## src/rtl/dense_to_coo_encoder.sv

```systemverilog
// rtl/dense_to_coo_encoder.sv - dense DIMxDIM matrix to row-major COO entry stream
module dense_to_coo_encoder #(
    parameter int DATA_W  = 32,
    parameter int DIM     = 4,
    parameter int IDX_W   = 2,
    parameter int MAX_NNZ = 4
) (
    input  logic                  clk,
    input  logic                  rst_n,
    input  logic                  in_valid,
    output logic                  in_ready,
    input  logic [DIM*DATA_W-1:0] in_row,
    output logic                  out_valid,
    input  logic                  out_ready,
    output logic [DATA_W-1:0]     out_data,
    output logic [IDX_W-1:0]      out_row,
    output logic [IDX_W-1:0]      out_col,
    output logic                  out_last,
    output logic                  done,
    output logic [IDX_W+1:0]      nnz_count,
    output logic                  overflow
);

    localparam int N = DIM * DIM;

    typedef enum logic [1:0] {
        LOAD = 2'd0,
        EMIT = 2'd1,
        DONE = 2'd2
    } state_t;

    state_t                state, state_next;
    logic [IDX_W-1:0]      row_cnt;
    logic [N-1:0]          mask;
    logic [DIM*DATA_W-1:0] buffer [DIM];

    logic                  beat;
    logic                  first_beat;
    logic                  last_beat;
    logic                  xfer;
    logic [DIM-1:0]        row_bits;
    logic [N-1:0]          beat_mask;
    logic [N-1:0]          load_mask;
    logic [N-1:0]          rest_mask;
    logic [IDX_W-1:0]      sel_row;
    logic [IDX_W-1:0]      sel_col;
    logic                  cap_reached;

    assign in_ready   = rst_n && (state == LOAD);
    assign out_valid  = (state == EMIT);
    assign done       = (state == DONE);
    assign beat       = in_valid && in_ready;
    assign first_beat = beat && (row_cnt == '0);
    assign last_beat  = beat && (row_cnt == IDX_W'(DIM - 1));
    assign xfer       = out_valid && out_ready;

    // Any set bit marks an element as nonzero, regardless of sign.
    always_comb begin
        row_bits = '0;
        for (int c = 0; c < DIM; c++) begin
            row_bits[c] = |in_row[c*DATA_W +: DATA_W];
        end
    end

    always_comb begin
        beat_mask = '0;
        for (int r = 0; r < DIM; r++) begin
            if (row_cnt == IDX_W'(r)) begin
                beat_mask[r*DIM +: DIM] = row_bits;
            end
        end
    end

    assign load_mask = first_beat ? beat_mask : (mask | beat_mask);

    // Scan downwards so the lowest set bit is the one that sticks.
    always_comb begin
        sel_row = '0;
        sel_col = '0;
        for (int r = DIM - 1; r >= 0; r--) begin
            for (int c = DIM - 1; c >= 0; c--) begin
                if (mask[r*DIM + c]) begin
                    sel_row = IDX_W'(r);
                    sel_col = IDX_W'(c);
                end
            end
        end
    end

    // Clearing the lowest set bit leaves exactly the entries still pending.
    assign rest_mask   = mask & (mask - {{(N-1){1'b0}}, 1'b1});
    assign cap_reached = (nnz_count == (IDX_W+2)'(MAX_NNZ - 1));

    assign out_data = buffer[sel_row][sel_col*DATA_W +: DATA_W];
    assign out_row  = sel_row;
    assign out_col  = sel_col;
    assign out_last = out_valid && ((rest_mask == '0) || cap_reached);

    always_comb begin
        state_next = state;
        case (state)
            LOAD: begin
                if (last_beat) begin
                    state_next = (load_mask != '0) ? EMIT : DONE;
                end
            end
            EMIT: begin
                if (xfer && out_last) begin
                    state_next = DONE;
                end
            end
            DONE: begin
                state_next = LOAD;
            end
            default: begin
                state_next = LOAD;
            end
        endcase
    end

    always_ff @(posedge clk or negedge rst_n) begin
        if (!rst_n) begin
            state <= LOAD;
        end else begin
            state <= state_next;
        end
    end

    always_ff @(posedge clk or negedge rst_n) begin
        if (!rst_n) begin
            row_cnt   <= '0;
            mask      <= '0;
            nnz_count <= '0;
            overflow  <= 1'b0;
            for (int r = 0; r < DIM; r++) begin
                buffer[r] <= '0;
            end
        end else begin
            if (beat) begin
                buffer[row_cnt] <= in_row;
                mask            <= load_mask;
                row_cnt         <= last_beat ? '0 : row_cnt + IDX_W'(1);
                if (first_beat) begin
                    nnz_count <= '0;
                    overflow  <= 1'b0;
                end
            end
            if (xfer) begin
                mask      <= rest_mask;
                nnz_count <= nnz_count + (IDX_W+2)'(1);
                if (out_last) begin
                    overflow <= (rest_mask != '0);
                end
            end
        end
    end

endmodule

```

## config.mk

```make
export PLATFORM = sky130hd
export DESIGN_NAME = dense_to_coo_encoder
export DESIGN_NICKNAME = d
export VERILOG_FILES = /design/src/rtl/dense_to_coo_encoder.sv
export SDC_FILE = /design/constraint.sdc
export NUM_CORES = 1
export LEC_CHECK = 0
export BUFFER_PORTS_ARGS = -buffer_cell sky130_fd_sc_hd__clkbuf_2
export CAP_MARGIN = 30
export CELL_PAD_IN_SITES_DETAIL_PLACEMENT = 1
export CELL_PAD_IN_SITES_GLOBAL_PLACEMENT = 1
export CORE_MARGIN = 8
export CORE_UTILIZATION = 50
export CTS_BUF_LIST = sky130_fd_sc_hd__clkbuf_8 sky130_fd_sc_hd__clkbuf_16
export DETAILED_ROUTE_END_ITERATION = 8
export HOLD_SLACK_MARGIN = 0.12
export PLACE_DENSITY = 0.82
export SYNTH_ARGS = -nofsm -noshare
export SYNTH_HDL_FRONTEND = slang
export SYNTH_SLANG_ARGS = --single-unit
```

## constraint.sdc

```tcl
create_clock -name clk -period 3.5 [get_ports clk]
set_input_delay 0.7 -clock clk [delete_from_list [all_inputs] [get_ports clk]]
set_output_delay 0.7 -clock clk [all_outputs]
set_load 0.01 [all_outputs]
```

==> metrics.md <==
| Metric | Value |
|---|---|
| Commonest cells after routing, fill and taps aside | `dfrtp_1, nand2_1, mux2_1, clkbuf_2, mux4_2` |
| Status | `complete, but fails checks` |
| RSZ-0062 raised after global routing | `yes` |
| CTS clk-pin slew, worst paths | `approximately 70 ps` |
| Met2 WL | `a little under 50000 um` |
| Clock group share of total power | `0.192` |
| Final Critical Period | `4279 ps` |
| Layout cell share with drive strength beyond 1 | `0.3306` |
| TritonCTS Buffers | `56` |
| HPWL Detailed | `51480 um` |
| Sequential power share | `0.344` |
| Unique masters post-synth | `55` |
| Setup WS post-layout | `-778.5 ps` |
| Worst-case reg-to-reg path depth | `11` |
| Setup violators final | `34` |
| Wire length per cell | `35.44 um` |
| Required @ worst endpoint | `between 2000 and 3000 ps` |
| 1st-pass router iterations | `5` |
| Pleak | `around 14 nW` |
| Syn Nets | `between 2000 and 2500` |
| Fmax | `~230 MHz` |
| Rows | `81` |
| Commonest non-fill, non-tap cell in the layout | `dfrtp_1` |
| Sequential-to-total area share from yosys stat | `0.5463` |
| Drt first-iter violations | `about 2400` |
| Core ar. | `slightly below 0.05 mm^2` |
| CTS tree | `done` |
| EDFF count, synth | `0` |
| # port buffers | `176` |
| Crit Path Category | `reg2out` |
| FF+latch count, synth | `between 500 and 600` |
| First-pass GRT wire length | `~140000 um` |
| Initial antenna violation count | `7` |
| Setup slack, reg-to-reg | `around 700 ps` |
| Synth async-reset ratio | `1.000` |
| Worst skew pair latency | `between 600 and 700 ps` |
| Hold/Removal Path Class | `in2reg` |
| CTS Sinks | `between 500 and 600` |
| Mean post-synth cell area | `12.95 um^2` |
| Vias | `a little under 20000` |
| Largest net degree at the start of global routing | `roughly 170` |
| Final Cycle Share | `1.222` |
| Vias in the first global route | `20730` |
| CP max FO | `27` |
| Violated checks | `setup timing` |
| Synth warn | `0` |
| Final net count | `approximately 2300` |
| PwrDens | `between 1000 and 1500 mW/mm^2` |
| Main flop type after synthesis | `dfrtp_1` |
| Fin. max-slew vios | `0` |
| P_int | `between 20 and 25 mW` |
| Die area | `between 0.05 and 0.06 mm^2` |
| CTS Root Cell | `clkbuf_16` |
| Tightest Pin Transition | `about 1000 ps` |
| Final std cells w/o fill | `roughly 2900` |
| DRC | `0` |
| Combinational share of power | `0.464` |
| Final antenna-violating net count | `0` |
| HP Start | `in_row[54]` |
| GRT Residual Overflow | `0` |
| Initial Utilization | `0.5046` |
| Chip width | `about 240 um` |
| Placed insts | `approximately 2700` |
| Relative slew slack | `0.3324` |
| Setup TNS Final | `-20480 ps` |
| P&R area growth vs syn | `21.05%` |
| Sw Share | `0.4055` |
| Metal1 wirelength | `~36000 um` |
| H-tree depth | `2` |
| Cell Area, Synth | `0.02460 mm^2` |
| GPL Wtd Cong | `approximately 0.83` |
| Drt total wl | `101400 um` |
| Worst R2R Start | `mask[4]$_DFFE_PN0P_` |
| Reg2reg end | `state[0]$_DFFE_PN0P_` |
| Final hold vios | `0` |
| Global router's overall resource usage | `0.3182` |
| Clk buf depth | `3` |
| Hold Crit Endpoint | `buffer[438]$_DFFE_PN0P_` |
| Final Util | `0.6108` |
| Max cap viols | `0` |
| Via/cell ratio | `6.811` |
| Hold depth | `3` |
| Top sig layer | `met5` |
| Ports | `approximately 180` |
| Max VDD drop | `just under 0.6 mV` |
| Critical Path AT | `3580 ps` |
| Clock Skew | `approximately 23 ps` |
| Post-Syn Instances | `around 1900` |
| CP startpoint kind | `flip-flop` |
| Met3 WL | `around 9400 um` |
| Worst setup EP type | `primary output` |
| NetSw | `13.64 mW` |
| Die Y | `between 200 and 250 um` |
## logic make-up after synthesis
family                   Yosys count  share of synthesized area
AND/OR/NAND/NOR                  613                     0.1062
flip-flops                       537                     0.5463
multiplexers                     512                     0.2930
buffers and inverters            132                    0.02370
AO/OA/AOI/OAI                     99                    0.02783
adder cells (fa/ha/maj)            5                   0.002543
XOR/XNOR                           1                  0.0003562
## final cells by class
type,count,area [um^2]
Timing Repair Buffer,312,2611
Sequential cell,537,13440
Antenna cell,6,15.01
Multi-Input combinational cell,1230,10940
Clock buffer,73,1647
Fill cell,4652,18970
Clock inverter,29,256.5
Inverter,9,33.78
Tap cell,664,830.8
## cell usage after synthesis (13+ instances only)
library cell / n / area (um^2)
mux2_1: 263 / 2962
o21ai_0: 16 / 80.08
dfrtp_1: 537 / 13440
a22oi_1: 33 / 247.7
clkbuf_1: 70 / 262.8
mux4_2: 128 / 2883
nor4_1: 34 / 212.7
nand2_1: 436 / 1637
mux2_2: 121 / 1363
buf_4: 13 / 97.59
nor2_1: 25 / 93.84
buf_1: 19 / 71.32
buf_2: 19 / 95.09
nand3_1: 75 / 375.4
## critical path: stages, from the launching register on
cell      delay, ps
dfrtp_1         410
or4_4           580
or2_4           270
a21oi_4         140
buf_6           180
buf_12          180
buf_16          210
mux4_2          350
nand3_1         190
nand3_1         210
clkbuf_2        200
## sequential cells by signal, indices dropped and copies added (netlist names)
register / count
overflow: 1
mask: 16
buffer: 512
nnz_count: 4
state: 2
row_cnt: 2
## per-stage QoR
stage / hold slack (ps) / power [mW] / cell area, um^2 / worst slack [ps]
3_3_place_gp: 452.1 / 22.65 / 26890 / 0.9082
5_1_grt: 355.1 / 34.50 / 29770 / -775.2
2_1_floorplan: 404.4 / 18.23 / 24600 / 377.8
6_report: 347.9 / 33.65 / 29770 / -778.5
3_5_place_dp: 462.2 / 23.54 / 26890 / -98.67
4_1_cts: 333.6 / 31.53 / 29490 / -566.5
## power by group through the flow
stage | Sequential, mW | Clock [mW] | Combinational [mW]
final | 11.6 | 6.45 | 15.6
after global routing | 11.7 | 6.63 | 16.2
after CTS | 11.1 | 6.27 | 14.2
after detailed placement | 10.9 | 0 | 12.6
after global placement | 10.6 | 0 | 12.0
after floorplan | 10.3 | 0 | 7.96
## worst max-delay path by stage
stage | to | cells after the start | startpoint
CTS | out_data[21] | 10 | mask[6]$_DFFE_PN0P_
finish | out_data[9] | 10 | mask[4]$_DFFE_PN0P_
global route | out_data[4] | 11 | mask[4]$_DFFE_PN0P_
floorplan | out_data[10] | 8 | mask[6]$_DFFE_PN0P_
detailed placement | out_data[25] | 8 | mask[7]$_DFFE_PN0P_
global placement | out_data[13] | 8 | mask[7]$_DFFE_PN0P_
## timing repair
item	4_1_cts	5_1_grt
pin swaps	25	16
hold buffers	1	0
gates resized for setup	67	28
gates cloned	7	3
setup buffers	23	7
endpoints found under the setup margin	34	36
endpoints found under the hold margin	3	0
## routing by layer
layer	global-route usage	vias to the layer above
met2	0.5261	1461
met1	0.3951	10160
li1	-	7328
met4	0.1562	4
met5	0	-
met3	0.06995	525
(Power assumes the default switching activity.)
